[config.mk]
export PLATFORM = sky130hd
export DESIGN_NAME = card_rand_gen_flat
export DESIGN_NICKNAME = d
export VERILOG_FILES = /design/src/rtl/rand_pkg.sv /design/src/rtl/card_rand_gen_if.sv /design/src/rtl/lfsr_core.sv /design/src/rtl/card_rand_gen.sv /design/src/flat_wrapper.sv
export SDC_FILE = /design/constraint.sdc
export NUM_CORES = 1
export LEC_CHECK = 0
export CORE_MARGIN = 2
export CORE_UTILIZATION = 49
export DETAILED_ROUTE_END_ITERATION = 8
export PLACE_DENSITY = 0.84
export SLEW_MARGIN = 0
export SYNTH_ARGS = -nofsm -noshare
export SYNTH_HDL_FRONTEND = slang
export SYNTH_HIERARCHICAL = 1
export SYNTH_SLANG_ARGS = --single-unit
[constraint.sdc]
create_clock -name clk -period 2.2 [get_ports clk]
set_clock_uncertainty 0.05 [all_clocks]
set_input_delay 0.22 -clock clk [delete_from_list [all_inputs] [get_ports clk]]
set_output_delay 0.22 -clock clk [all_outputs]
set_load 0.005 [all_outputs]
[src/rtl/rand_pkg.sv]
// rtl/rand_pkg.sv - shared types and LFSR tap table for card_rand_gen
package rand_pkg;

  typedef enum logic [1:0] {IDLE, DRAW, DONE} state_t;

  // XNOR tap vectors for the maximal-length widths we support
  function automatic logic [15:0] tap_mask(input int width);
    case (width)
      4:       return 16'h000C;
      8:       return 16'h00B8;
      16:      return 16'hD008;
      default: return 16'h0000;
    endcase
  endfunction

  function automatic bit width_ok(input int width);
    return (width == 4) || (width == 8) || (width == 16);
  endfunction

endpackage

[src/rtl/card_rand_gen_if.sv]
// rtl/card_rand_gen_if.sv - request/ack bundle between card_rand_gen and the puzzle loader
interface card_rand_gen_if #(
  parameter int WIDTH     = 4,
  parameter int NUM_CARDS = 4,
  parameter int MAX_VAL   = 13
);
  localparam int VAL_W = $clog2(MAX_VAL + 1);

  logic                       seed_ld;
  logic [WIDTH-1:0]           seed;
  logic                       req;
  logic                       ack;
  logic [NUM_CARDS*VAL_W-1:0] cards;
  logic                       valid;
  logic                       busy;
  logic [WIDTH-1:0]           rand_out;

  modport master (
    output seed_ld, seed, req, ack,
    input  cards, valid, busy, rand_out
  );

  modport slave (
    input  seed_ld, seed, req, ack,
    output cards, valid, busy, rand_out
  );
endinterface

[src/rtl/lfsr_core.sv]
// rtl/lfsr_core.sv - free-running XNOR LFSR with seed load and lockup guard
module lfsr_core
  import rand_pkg::*;
#(
  parameter int WIDTH = 4
) (
  input  logic             clk,
  input  logic             rst,
  input  logic             step,
  input  logic             ld,
  input  logic [WIDTH-1:0] seed,
  output logic [WIDTH-1:0] state
);

  localparam logic [WIDTH-1:0] TAPS = WIDTH'(tap_mask(WIDTH));

  logic fb;

  assign fb = ~^(state & TAPS);

  // All-ones is the XNOR lockup state, so a seed of all-ones maps to zero
  always_ff @(posedge clk) begin
    if (rst) begin
      state <= '0;
    end else if (ld) begin
      state <= (&seed) ? '0 : seed;
    end else if (step) begin
      state <= {state[WIDTH-2:0], fb};
    end
  end

  if (!width_ok(WIDTH)) begin : g_bad_width
    $error("lfsr_core: WIDTH must be 4, 8 or 16");
  end

endmodule

[src/rtl/card_rand_gen.sv]
// rtl/card_rand_gen.sv - rejection-samples the LFSR into NUM_CARDS values in 1..MAX_VAL
module card_rand_gen
  import rand_pkg::*;
#(
  parameter int WIDTH     = 4,
  parameter int NUM_CARDS = 4,
  parameter int MAX_VAL   = 13
) (
  input  logic            clk,
  input  logic            rst,
  card_rand_gen_if.slave  bus
);

  localparam int VAL_W = $clog2(MAX_VAL + 1);
  localparam int KW    = (NUM_CARDS > 1) ? $clog2(NUM_CARDS) : 1;

  state_t                     state_q, state_d;
  logic [KW-1:0]              k_q, k_d;
  logic [NUM_CARDS*VAL_W-1:0] cards_q;
  logic [WIDTH-1:0]           lfsr;
  logic [VAL_W-1:0]           cand;
  logic                       hit;
  logic                       wr;
  logic                       ld;

  // Seed loads are only honoured outside a draw so a draw sees one continuous stream
  assign ld   = bus.seed_ld && (state_q != DRAW);
  assign cand = lfsr[VAL_W-1:0];
  assign hit  = (cand != '0) && (cand <= VAL_W'(MAX_VAL));

  lfsr_core #(.WIDTH(WIDTH)) u_lfsr (
    .clk   (clk),
    .rst   (rst),
    .step  (1'b1),
    .ld    (ld),
    .seed  (bus.seed),
    .state (lfsr)
  );

  always_comb begin
    state_d = state_q;
    k_d     = k_q;
    wr      = 1'b0;
    case (state_q)
      IDLE: begin
        if (bus.req) begin
          state_d = DRAW;
          k_d     = '0;
        end
      end
      DRAW: begin
        if (hit) begin
          wr = 1'b1;
          if (k_q == KW'(NUM_CARDS - 1)) begin
            state_d = DONE;
            k_d     = '0;
          end else begin
            k_d = k_q + 1'b1;
          end
        end
      end
      DONE: begin
        if (bus.ack) begin
          state_d = bus.req ? DRAW : IDLE;
          k_d     = '0;
        end
      end
      default: begin
        state_d = IDLE;
        k_d     = '0;
      end
    endcase
  end

  always_ff @(posedge clk) begin
    if (rst) begin
      state_q <= IDLE;
      k_q     <= '0;
      cards_q <= '0;
    end else begin
      state_q <= state_d;
      k_q     <= k_d;
      if (wr) begin
        cards_q[k_q*VAL_W +: VAL_W] <= cand;
      end
    end
  end

  assign bus.cards    = cards_q;
  assign bus.valid    = (state_q == DONE);
  assign bus.busy     = (state_q == DRAW);
  assign bus.rand_out = lfsr;

  if (VAL_W > WIDTH) begin : g_bad_val_w
    $error("card_rand_gen: card field wider than the LFSR");
  end
  if (VAL_W == WIDTH && MAX_VAL > (2**WIDTH) - 2) begin : g_bad_max_val
    $error("card_rand_gen: MAX_VAL would require the lockup pattern");
  end

endmodule

[src/flat_wrapper.sv]
// flat-port wrapper written by rule: the top's interface ports become plain ports
module card_rand_gen_flat import rand_pkg::*;
#(
  parameter int WIDTH     = 4,
  parameter int NUM_CARDS = 4,
  parameter int MAX_VAL   = 13
)
  (clk, rst, bus_seed_ld, bus_seed, bus_req, bus_ack, bus_cards, bus_valid, bus_busy, bus_rand_out);
  card_rand_gen_if #(.WIDTH(WIDTH), .NUM_CARDS(NUM_CARDS), .MAX_VAL(MAX_VAL)) bus_i ();
  input  logic clk;
  input  logic rst;
  input wire logic [$bits(bus_i.seed_ld)-1:0] bus_seed_ld;
  input wire logic [$bits(bus_i.seed)-1:0] bus_seed;
  input wire logic [$bits(bus_i.req)-1:0] bus_req;
  input wire logic [$bits(bus_i.ack)-1:0] bus_ack;
  output wire logic [$bits(bus_i.cards)-1:0] bus_cards;
  output wire logic [$bits(bus_i.valid)-1:0] bus_valid;
  output wire logic [$bits(bus_i.busy)-1:0] bus_busy;
  output wire logic [$bits(bus_i.rand_out)-1:0] bus_rand_out;
  assign bus_i.seed_ld = bus_seed_ld;
  assign bus_i.seed = bus_seed;
  assign bus_i.req = bus_req;
  assign bus_i.ack = bus_ack;
  assign bus_cards = bus_i.cards;
  assign bus_valid = bus_i.valid;
  assign bus_busy = bus_i.busy;
  assign bus_rand_out = bus_i.rand_out;
  card_rand_gen #(.WIDTH(WIDTH), .NUM_CARDS(NUM_CARDS), .MAX_VAL(MAX_VAL)) u_core (.clk(clk), .rst(rst), .bus(bus_i));
endmodule
Word-level counts from Yosys, hierarchy flattened
Index checks and enable logic that the tools add are counted.
{"block": "word_totals", "regBits": 24, "latch_bits": 0, "ramBits": 0, "rom_bits": 0, "output_inout_bits": 22, "word_cells": 41, "mem_count": 0}
{"block": "classes", "add_sub_neg": 2, "n_mul": 0, "div_mod_pow": 0, "magnitude_cmp": 1, "eq_ne": 8, "shift": 2, "muxes": 16, "bitwise": 0, "n_reduce_logical": 8}
{"operator": "$neg A4 Y34", "n": 1}
{"operator": "$shift A4 B34 Y16 const A", "n": 1}
{"operator": "$shiftx A4 B34 Y16", "n": 1}
{"operator": "$bwmux W16", "n": 1}
{"operator": "$mux W2", "n": 8}
{"operator": "$pmux W2 S3", "n": 2}
{"operator": "$mux W4", "n": 2}
{"operator": "$reduce_and A4 Y1", "n": 2}
{"operator": "$ne A2 B1 Y1 const B", "n": 3}
{"operator": "$eq A2 B2 Y1 const B", "n": 2}
{"operator": "$le A4 B4 Y1 const B", "n": 1}
{"operator": "$ne A2 B2 Y1 const B", "n": 2}
{"operator": "$reduce_bool A4 Y1", "n": 1}
{"operator": "$reduce_xnor A4 Y1", "n": 1}
{"operator": "$mux W1", "n": 3}
{"operator": "$reduce_and A3 Y1", "n": 1}
{"operator": "$add A2 B1 Y2 const B", "n": 1}
{"operator": "$eq A2 B1 Y1 const B", "n": 1}
{"operator": "$logic_and A1 B1 Y1", "n": 2}
{"operator": "$logic_not A2 Y1", "n": 1}

Logic depth before layout (Yosys ltp)
Gate-level depths: netlist of run 1.
{"block": "depth", "word_depth": 4, "depth_mapped": 6, "depth_no_buf": 5}

Modules after synthesis
The synthesis of run 1 kept the hierarchy.
{"module": "card_rand_gen", "instances": 1, "cells_per_inst": 121, "area_per_inst_um2": 1131.1}
{"module": "lfsr_core", "instances": 1, "cells_per_inst": 26, "area_per_inst_um2": 214.0}

Worst setup path before layout of run 1
OpenSTA, ideal clock, no wires.
{"block": "synth_timing", "kind": "reg-to-reg", "start": "reg u_core.k_q[0]", "end": "reg u_core.cards_q[12], in the netlist u_core/bus.cards[12]", "setup_time_ps": 72, "arrival_time_ps": 1435, "required_ps": 2078, "path_slack_ps": 643, "stages_incl_launch_ff": 6, "n_path_buf": 0, "synth_period_minus_slack_ps": 1557, "path_cell_list": "dfxtp_1 -> inv_1 -> ha_1 -> nor3b_1 -> nand2_1 -> mux2i_1"}
{"block": "synth_via", "elab_chain_cells": 3, "word_cells_on_any_way": 4, "classes_between": "add/sub: 1; shift: 2; mux: 1"}
{"item": "from (decl)", "line_no": "card_rand_gen.sv:18", "source": "logic [KW-1:0] k_q, k_d;"}
{"item": "from (signal assigned)", "line_no": "card_rand_gen.sv:82", "source": "k_q <= k_d;"}
{"item": "$neg A4 Y34 *", "line_no": "card_rand_gen.sv:84", "source": "cards_q[k_q*VAL_W +: VAL_W] <= cand;"}
{"item": "$shiftx A4 B34 Y16 or $shift A4 B34 Y16 (tied branches)", "line_no": "card_rand_gen.sv:84"}
{"item": "$bwmux W16 *", "line_no": "card_rand_gen.sv:84"}
{"item": "to (signal, indexed assignment)", "line_no": "card_rand_gen.sv:84"}
{"item": "to (decl)", "line_no": "card_rand_gen.sv:19", "source": "logic [NUM_CARDS*VAL_W-1:0] cards_q;"}
Mark *: on every way between the ends. The rest lies on a longest branch, timed or not.
A chain may end at the register's enable or synchronous reset.

Final worst setup path of run 1
{"block": "layout_timing", "start": "reg u_core.k_q[0]", "end": "reg u_core.cards_q[11], in the netlist u_core/bus.cards[11]"}
The elaborated chain is that of the path after synthesis.

==> qor.yml, run 1 <==
setup_path:
  cp_top_family: "flip-flops"
  required_ps: 2390
  cp_num_buf_inv: 1
  critPathSlowestCell: "dfxtp_1"
  crit_path_end_kind: "register"
  timing.rr.start: "u_core/k_q[0]$_SDFFE_PP0P_"
  worst-setup-path-type: "reg2reg"
  crit_chain: "inv_1, ha_1, nor3b_1, nand2_1, mux2i_1"
  critPathLaunch: "u_core/k_q[0]$_SDFFE_PP0P_"
  crit_path_max_fanout: 11
  crit_arrival_ps: 2040
  slowest_delay_ps: 540
  start_kind: "register"
power_and_ir_drop:
  p_per_area_mw_per_mm2: 480.6
  vdd_drop_max_uv: 347.6
  combPwrFrac_pct: 18.5
  swShare_pct: 26.89
  p_clk_share_pct: 23.5
  power_switching_uw: 217.6
  pwr-share-seq_pct: 58.1
  leakagePower_uw: 0.0005861
  intPower_uw: 591.8
synthesis:
  yosysTopAreaCell: "dfxtp_1"
  ys.flop_type: "dfxtp_1"
  synth_async_sr_flop_share_pct: 0
  synth.distinct_cells: 27
  synth_warnings: 6
  syn-cell-area_mm2: 0.001345
  ys_top_cells_by_area: "dfxtp_1, mux2i_1, nand2b_1, nand2_1, ha_1"
  synth_seq_area_share_pct: 35.72
  yosysTopAreaCellShare_pct: 35.72
  synthTopCellsByCount: "dfxtp_1, nand2_1, mux2i_1, nand2b_1, nor2b_1"
  syn_inst: 147
  synth-edff-count: 0
  synthMostInstantiatedCell: "dfxtp_1"
  avgSynthCellArea_um2: 9.150
  ys_seq_elements: 24
cts:
  cts_root_buf: "clkbuf_4"
  cts_setup_buffers: 0
  h-tree-depth: 1
  cts.repair.resized: 0
  cts_tree: "yes"
  hold_buffers: 0
  clock_path_buffers: 2
  clock-sinks: 24
  numCtsBuffers: 3
  clk_latency_ps: 320
  clkTransAtPathRegs_ps: 130
floorplan:
  start_util_pct: 52.85
  std_cell_rows: 18
  fp.dieH_um: 56.39
  coreArea_mm2: 0.002545
  fp.dieW_um: 56.39
  die_area_mm2: 0.003180
  ios: 31
final_layout:
  synthToLayoutAreaGrowth_pct: 25.21
  final_nets: 198
  multi_input_area_um2: 817.0
  finalNonFillerCells: 211
  drive_above_1_share_pct: 3.315
  register_area_um2: 480.5
  nFillCells: 213
  num_antenna_cells: 0
drt:
  first_pass_iters: 4
  wirelength_um: 2851
  ant_nets: 0
  wire_per_inst_um: 13.51
  drt_iter0_drc: 18
  post-route-drc-count: 0
  vias: 1136
  vias_per_cell: 5.384
grt:
  grt_pass1_vias: 1100
  antenna_found_initial: 0
  grt_max_degree: 18
  track_usage_pct: 19.57
  gr-total-overflow: 0
  grt_pass1_wl_um: 4912
job:
  cap_violations: 0
timing:
  fin_tns_setup_ps: 0
  clock.fmax_ghz: 0.5395
  rsz0062_at_grt: "false"
  finalHoldViolCount: 0
  slew_headroom_pct: 66.02
  tightest_slew_ps: 508.7
  period_share_pct: 84.26
  finalSetupViolCount: 0
  drv_slew: 0
  fin_crit_ps: 1854
place:
  dp.cells: 208
  hpwlAfterDp_um: 2244
  gp_congestion: 0.7681
  portBuffers: 30
outcome:
  status: "finished, final reports clean"
min_path:
  hold_path_startpoint: "u_core/bus.cards[10]$_SDFFE_PP0P_"
  hold_path_class: "reg2reg"
-- kinds of logic (layout without fill, tap and decap cells) --
group	Yosys count	after routing	synth area share (%)
fa+ha+maj	6	6	5.581
flops	24	24	35.72
buf+inv	11	38	5.488
other cells	1	8	0.2788
mux	17	17	12.65
compound gates	17	17	8.650
simple gates	70	70	30.98
xor+xnor	1	1	0.6513
-- path summary, 6_finish.rpt --
kind | end | slack, ps | cells after the start
setup / recovery | u_core/bus.cards[11]$_SDFFE_PP0P_ | 350 | 5
hold / removal | u_core/bus.cards[10]$_SDFFE_PP0P_ | 430 | 2
setup reg to reg | u_core/bus.cards[11]$_SDFFE_PP0P_ | 350 | 5
hold reg to reg | u_core/bus.cards[10]$_SDFFE_PP0P_ | 430 | 2
-- worst register-to-register path, stage by stage, from the launching register on --
cell,delay (ps)
dfxtp_1,540
inv_1,140
ha_1,370
nor3b_1,410
nand2_1,100
mux2i_1,160
-- state kept, by name, summed over array words and instances, names as in the netlist --
signal,cells
u_core/state_q,2
u_core/u_lfsr/state,4
u_core/k_q,2
u_core/bus.cards,16
-- power groups by stage --
stage | Combinational, µW | Clock (µW) | Sequential, µW
final | 149 | 190 | 470
after global routing | 164 | 217 | 474
after CTS | 149 | 200 | 470
after detailed placement | 148 | 0 | 480
after global placement | 145 | 0 | 478
after floorplan | 96.6 | 0 | 476
-- through the flow --
stage | hold WS [ps] | power [µW] | utilization [%] | setup WS (ps) | area [µm²]
6_report | 430.3 | 809.4 | 66.18 | 346.3 | 1684
5_1_grt | 449.8 | 856.0 | 66.18 | 124.0 | 1684
4_1_cts | 435.6 | 819.2 | 66.18 | 383.3 | 1684
3_5_place_dp | 418.3 | 628.3 | 65.29 | 420.2 | 1662
3_3_place_gp | 408.5 | 623.5 | 65.29 | 476.6 | 1662
2_1_floorplan | 242.8 | 572.5 | - | 642.9 | 1371
-- layout by cell type, fill, tap and decap left out --
master / n
nand2b_1: 17
nor2_1: 1
xnor2_1: 1
inv_1: 3
or4_1: 1
and4b_1: 4
a31oi_1: 2
nand2_1: 21
nor4_4: 1
nand4b_1: 2
o21ai_0: 1
nor2b_1: 11
nor3b_1: 3
a211oi_1: 8
mux2i_1: 17
a221oi_1: 1
o211ai_1: 2
dfxtp_1: 24
nand3_1: 7
clkbuf_4: 3
clkdlybuf4s50_1: 30
buf_4: 2
a21oi_1: 3
conb_1: 8
and3_1: 1
ha_1: 6
and3b_1: 1
-- routing by layer --
metal	global-route usage (%)	routed length [µm]	up-vias
met3	2.765	76	4
met5	0	0	-
met2	34.62	1460	23
li1	-	-	575
met1	23.09	1266	534
met4	9.184	48	0
-- area by class of cell --
class                      count  area share (%)
clock buffer                   3           1.337
timing repair buffer          32           18.72
inverter                       3          0.6686
multi-input combinational    119           48.51
tap                           30           2.229
sequential                    24           28.53
(Power assumes the default switching activity.)
==> inputs of run 2 (changes only) <==
Clock period 2.2 ns to 1.8 ns, I/O delays scaled along.
==> run 2 against run 1 <==
Compared with the run above:
- non-clock buffer count grew 5
- clock-buffer cell count did not move
- worst hold slack improved by 8.3 ps
- flip-flop and latch count stayed put
- critical path type is now reg2out
- sequential share of layout area fell by 1.0 points
- final cell count increased by 2.8%
- worst setup slack got worse by 280 ps
- final area is 4.1% higher
- via count grew 1.6%
- first-iteration DRC count up 56%
- combinational power grew 36%
- critical endpoint is now bus_valid
==> qor.yml, run 2 (synthesized netlist as in run 1, its figures left out) <==
place:
  portBuffers: 30  # unchanged
  hpwlAfterDp_um: 2396  # +6.8%
  gp_congestion: 0.8091  # +5.3%
final_layout:
  final_nets: 203  # +2.5%
  num_antenna_cells: 0  # unchanged
  synthToLayoutAreaGrowth_pct: 30.33
  final_common_cell: "clkdlybuf4s50_1"
  largest_reg_flops: 16  # unchanged
  mostFrequentLayoutCells: "clkdlybuf4s50_1, dfxtp_1, nand2_1, nand2b_1, mux2i_1"
  drive_above_1_share_pct: 6.952  # +3.6 points
power_and_ir_drop:
  intPower_uw: 879.1  # +49%
  power_uw: 1167  # +44%
  p_per_area_mw_per_mm2: 665.8  # +39%
  vdd_drop_max_uv: 651.5  # +87%
  swShare_pct: 24.68  # -2.2 points
  pwr-share-seq_pct: 48.9  # -9.2 points
  combPwrFrac_pct: 17.3  # -1.2 points
  power_switching_uw: 288.0  # +32%
  leakagePower_uw: 0.0006261  # +6.8%
  p_clk_share_pct: 33.7  # +10 points
drt:
  ant_nets: 0  # unchanged
  vias: 1154  # +1.6%
  wire_per_inst_um: 14.48  # +7.2%
  wirelength_um: 3142  # +10%
  post-route-drc-count: 0  # unchanged
  vias_per_cell: 5.318  # -1.2%
  drt_iter0_drc: 28  # +10
  first_pass_iters: 4  # unchanged
min_path:
  hold_path_class: "reg2reg"
setup_path:
  timing.rr.start: "u_core/k_q[0]$_SDFFE_PP0P_"
  crit_path_max_fanout: 5  # -6
  r2r_slack_ps: 180  # -170 ps
  crit_arrival_ps: 1500  # -540 ps
  start_kind: "register"
  reg2reg_depth: 5  # unchanged
  critPathLaunch: "u_core/state_q[1]$_SDFFE_PP0P_"
  worst-setup-path-type: "reg2out"
  crit_path_end_kind: "output port"
  reg2reg_to: "u_core/bus.cards[0]$_SDFFE_PP0P_"
  required_ps: 1570  # -820 ps
  critPathCapture: "bus_valid"
timing:
  clock.fmax_ghz: 0.5778
  fin_crit_ps: 1731
  rsz0062_at_grt: "false"
  drv_slew: 0  # unchanged
  fin_tns_setup_ps: 0  # unchanged
  finalSetupViolCount: 0  # unchanged
  period_share_pct: 96.14
  finalHoldViolCount: 0  # unchanged
grt:
  grt_pass1_wl_um: 5319  # +8.3%
  grt_max_degree: 17  # -1
  gr-total-overflow: 0  # unchanged
  track_usage_pct: 21.23  # +1.7 points
  grt_pass1_vias: 1163  # +5.7%
  antenna_found_initial: 0  # unchanged
outcome:
  status: "finished, final reports clean"
cts:
  clock-sinks: 24  # unchanged
  h-tree-depth: 1  # unchanged
  cts_root_buf: "clkbuf_4"
  clock_path_buffers: 2  # unchanged
  hold_buffers: 0  # unchanged
  clkTransAtPathRegs_ps: 140  # about the same
  clk_latency_ps: 320  # about the same
  cts_tree: "yes"
  numCtsBuffers: 3  # unchanged
floorplan:
  ios: 31  # unchanged
  start_util_pct: 52.85  # unchanged
  fp.dieH_um: 56.39  # unchanged
  fp.dieW_um: 56.39  # unchanged
  std_cell_rows: 18  # unchanged
  die_area_mm2: 0.003180  # unchanged
  coreArea_mm2: 0.002545  # unchanged
job:
  cap_violations: 0  # unchanged
[run 2: cell count changes in the layout (fill, tap and decap cells not counted), sizes merged]
cell / previous run / this run
buf: 2 / 7
bufinv: 0 / 1
[run 2: worst min path at each step]
stage	cells past startpoint	from	endpoint
2_1_floorplan	1	rst	u_core/u_lfsr/state[0]$_SDFFE_PP0P_
3_3_place_gp	2	u_core/bus.cards[5]$_SDFFE_PP0P_	u_core/bus.cards[5]$_SDFFE_PP0P_
3_5_place_dp	2	u_core/bus.cards[5]$_SDFFE_PP0P_	u_core/bus.cards[5]$_SDFFE_PP0P_
4_1_cts	3	bus_seed[2]	u_core/u_lfsr/state[2]$_SDFFE_PP0P_
5_1_grt	3	bus_seed[2]	u_core/u_lfsr/state[2]$_SDFFE_PP0P_
6_report	2	u_core/bus.cards[9]$_SDFFE_PP0P_	u_core/bus.cards[9]$_SDFFE_PP0P_
[run 2: per-stage QoR]
stage	worst slack [ps]	area, µm²	hold WS [ps]	cells	util [%]
floorplan	242.9	1371	202.8	154	-
global placement	338.0	1692	410.9	212	66.47
detailed placement	229.7	1692	413.5	212	66.47
CTS	50.78	1753	433.0	217	68.88
global route	13.54	1753	444.9	217	68.88
finish	69.42	1753	438.5	217	68.88
[run 2: what timing repair did]
action                     4_1_cts  5_1_grt
buffers inserted                 1        0
setup endpoints to repair        1        0
resized for setup                1        0
[run 2: power groups by stage]
stage | combinational (µW) | sequential [µW] | clock, µW
after floorplan | 118 | 582 | 0
after global routing | 221 | 574 | 424
after global placement | 191 | 580 | 0
after detailed placement | 198 | 582 | 0
after CTS | 202 | 571 | 405
final | 202 | 571 | 394
[run 2: area by class of cell]
class | instances | area [µm²]
multi-input cells | 119 | 817.0
fillers | 216 | 792.0
flip-flops and latches | 24 | 481.7
repair buffers | 37 | 352.8
well taps | 30 | 37.54
clock inverters | 1 | 30.03
clock buffers | 3 | 22.52
inverters | 3 | 11.26
[run 2: routing by layer]
layer,GRT usage [%],up-vias,routed length [µm]
met3,2.304,2,128
met5,0,-,0
met1,24.15,538,1298
li1,-,585,-
met2,39.33,29,1687
met4,9.524,0,27
[run 2: critical path, stage by stage, from the launching register on]
cell and delay [ps]:
dfxtp_1 450, nor2b_1 220, clkdlybuf4s50_1 530
==> inputs of run 3 (changes only) <==
Settings changed: CORE_MARGIN 2 to 5.
==> run 3 against run 2 <==
Compared with the run above:
- final area is 0.21% lower
- clock power is 1% higher
- via count is 3.0% higher
- worst hold slack worse by 9.8 ps
- worst setup slack better by 39 ps
- critical path type unchanged
- largest power group unchanged
- highest routed layer unchanged
==> qor.yml, run 3 (synthesized netlist as in run 1, its figures left out) <==
outcome:
  status: "finished, final reports clean"
setup_path:
  cp_num_buf_inv: 1  # unchanged
  slowest_delay_ps: 520  # about the same
  crit_arrival_ps: 1460  # -40 ps
  crit_path_end_kind: "output port"
  reg2reg_to: "u_core/bus.cards[3]$_SDFFE_PP0P_"
  start_kind: "register"
  crit_path_max_fanout: 5  # unchanged
  required_ps: 1570  # about the same
  timing.rr.start: "u_core/k_q[0]$_SDFFE_PP0P_"
  worst-setup-path-type: "reg2out"
  critPathSlowestCell: "clkdlybuf4s50_1"
  reg2reg_depth: 5  # unchanged
  crit_chain: "nor2b_1, clkdlybuf4s50_1"
  cp_top_family: "buffers and inverters"
  r2r_slack_ps: 200  # +20 ps
timing:
  clock.fmax_ghz: 0.5910  # +2.3%
  rsz0062_at_grt: "false"
  finalHoldViolCount: 0  # unchanged
  period_share_pct: 94.00  # -2.1 points
  fin_crit_ps: 1692  # -38.59 ps
  fin_tns_setup_ps: 0  # unchanged
  drv_slew: 0  # unchanged
  finalSetupViolCount: 0  # unchanged
final_layout:
  multi_input_area_um2: 819.5  # +0.31%
  nFillCells: 226  # +4.6%
  synthToLayoutAreaGrowth_pct: 30.05
  final_nets: 202  # -0.49%
  largest_reg_flops: 16  # unchanged
  num_antenna_cells: 0  # unchanged
  register_area_um2: 481.7  # unchanged
  drive_above_1_share_pct: 6.989  # +0.037 points
  mostFrequentLayoutCells: "clkdlybuf4s50_1, dfxtp_1, nand2_1, nand2b_1, mux2i_1"
  final_common_cell: "clkdlybuf4s50_1"
cts:
  cts_tree: "yes"
  clk_latency_ps: 320  # about the same
  numCtsBuffers: 3  # unchanged
  h-tree-depth: 1  # unchanged
  hold_buffers: 0  # unchanged
  clkTransAtPathRegs_ps: 140  # about the same
  clock_path_buffers: 2  # unchanged
  cts_root_buf: "clkbuf_4"
  clock-sinks: 24  # unchanged
grt:
  grt_pass1_wl_um: 5382  # +1.2%
  grt_pass1_vias: 1263  # +8.6%
  antenna_found_initial: 0  # unchanged
  track_usage_pct: 16.19  # -5.0 points
  gr-total-overflow: 0  # unchanged
  grt_max_degree: 15  # -2
min_path:
  hold_end: "u_core/u_lfsr/state[3]$_SDFFE_PP0P_"
  hold_path_startpoint: "bus_seed[3]"
  hold_path_class: "in2reg"
  min_path_cells: 3  # +1
place:
  gp_congestion: 0.8249  # +2.0%
  portBuffers: 30  # unchanged
  hpwlAfterDp_um: 2415  # +0.79%
floorplan:
  fp.dieH_um: 62.39  # +11%
  fp.dieW_um: 62.39  # +11%
  start_util_pct: 50.07  # -2.8 points
  std_cell_rows: 19  # +1
  coreArea_mm2: 0.002686  # +5.6%
  die_area_mm2: 0.003893  # +22%
  ios: 31  # unchanged
drt:
  vias_per_cell: 5.479  # +3.0%
  ant_nets: 0  # unchanged
  vias: 1189  # +3.0%
  post-route-drc-count: 0  # unchanged
  wire_per_inst_um: 14.18  # -2.1%
  first_pass_iters: 4  # unchanged
  drt_iter0_drc: 27  # -3.6%
  wirelength_um: 3077  # -2.1%
power_and_ir_drop:
  vdd_drop_max_uv: 473.0  # -27%
  p_per_area_mw_per_mm2: 668.7  # +0.42%
  leakagePower_uw: 0.0006218  # -0.69%
  power_uw: 1170  # +0.21%
job:
  cap_violations: 0  # unchanged
[run 3: cell types whose count changed in the layout (fill, tap and decap cells not counted)]
| cell | change |
|---|---|
| buf_4 | -1 |
| nor2b_1 | -1 |
| nor2b_2 | +1 |
[run 3: layout make-up]
type,count,share of cell area [%]
clock buffer,3,1.288
clock inverter,1,1.717
inverter,3,0.6438
multi-input combinational,119,46.85
sequential,24,27.54
tap,31,2.217
timing repair buffer,36,19.74
[run 3: how the worst max path moves through the flow]
stage | from | endpoint | cells past startpoint
6_report | u_core/state_q[1]$_SDFFE_PP0P_ | bus_valid | 2
5_1_grt | u_core/state_q[1]$_SDFFE_PP0P_ | bus_valid | 2
4_1_cts | u_core/state_q[0]$_SDFFE_PP0P_ | bus_busy | 2
3_5_place_dp | rst | u_core/bus.cards[13]$_SDFFE_PP0P_ | 4
3_3_place_gp | u_core/k_q[0]$_SDFFE_PP0P_ | u_core/bus.cards[13]$_SDFFE_PP0P_ | 5
2_1_floorplan | u_core/k_q[0]$_SDFFE_PP0P_ | u_core/bus.cards[12]$_SDFFE_PP0P_ | 5
[run 3: power by group]
part | switching (µW) | total, µW | internal (µW)
Combinational | 94.8 | 200 | 105
Sequential | 22.9 | 570 | 547
Clock | 174 | 399 | 225
[run 3: per-stage QoR]
stage / hold slack (ps) / util (%) / setup WS (ps) / instance area, µm² / std cells
finish: 428.8 / 65.11 / 108.0 / 1749 / 217
global route: 470.4 / 65.11 / 36.97 / 1749 / 217
CTS: 425.3 / 64.97 / 9.410 / 1745 / 217
detailed placement: 420.7 / 63.02 / 229.6 / 1693 / 213
global placement: 407.6 / 63.02 / 295.9 / 1693 / 213
floorplan: 202.8 / - / 242.9 / 1371 / 154
[run 3: per-layer routing]
metal | routed length [µm] | GRT usage [%]
met3 | 111 | 1.799
met2 | 1662 | 31.48
met1 | 1267 | 17.72
met4 | 36 | 5.570
met5 | 0 | 0
[run 3: repair_timing]
action                                  4_1_cts  5_1_grt
buffers inserted                              0        0
gates resized for setup                       0        2
endpoints found under the setup margin        0        1
[run 3: tightest hold or removal path, delay by kind of cell]
kind,cells,cell delay (ps)
AND/OR/NAND/NOR,1,80
AO/OA/AOI/OAI,1,60
buffers and inverters,1,450
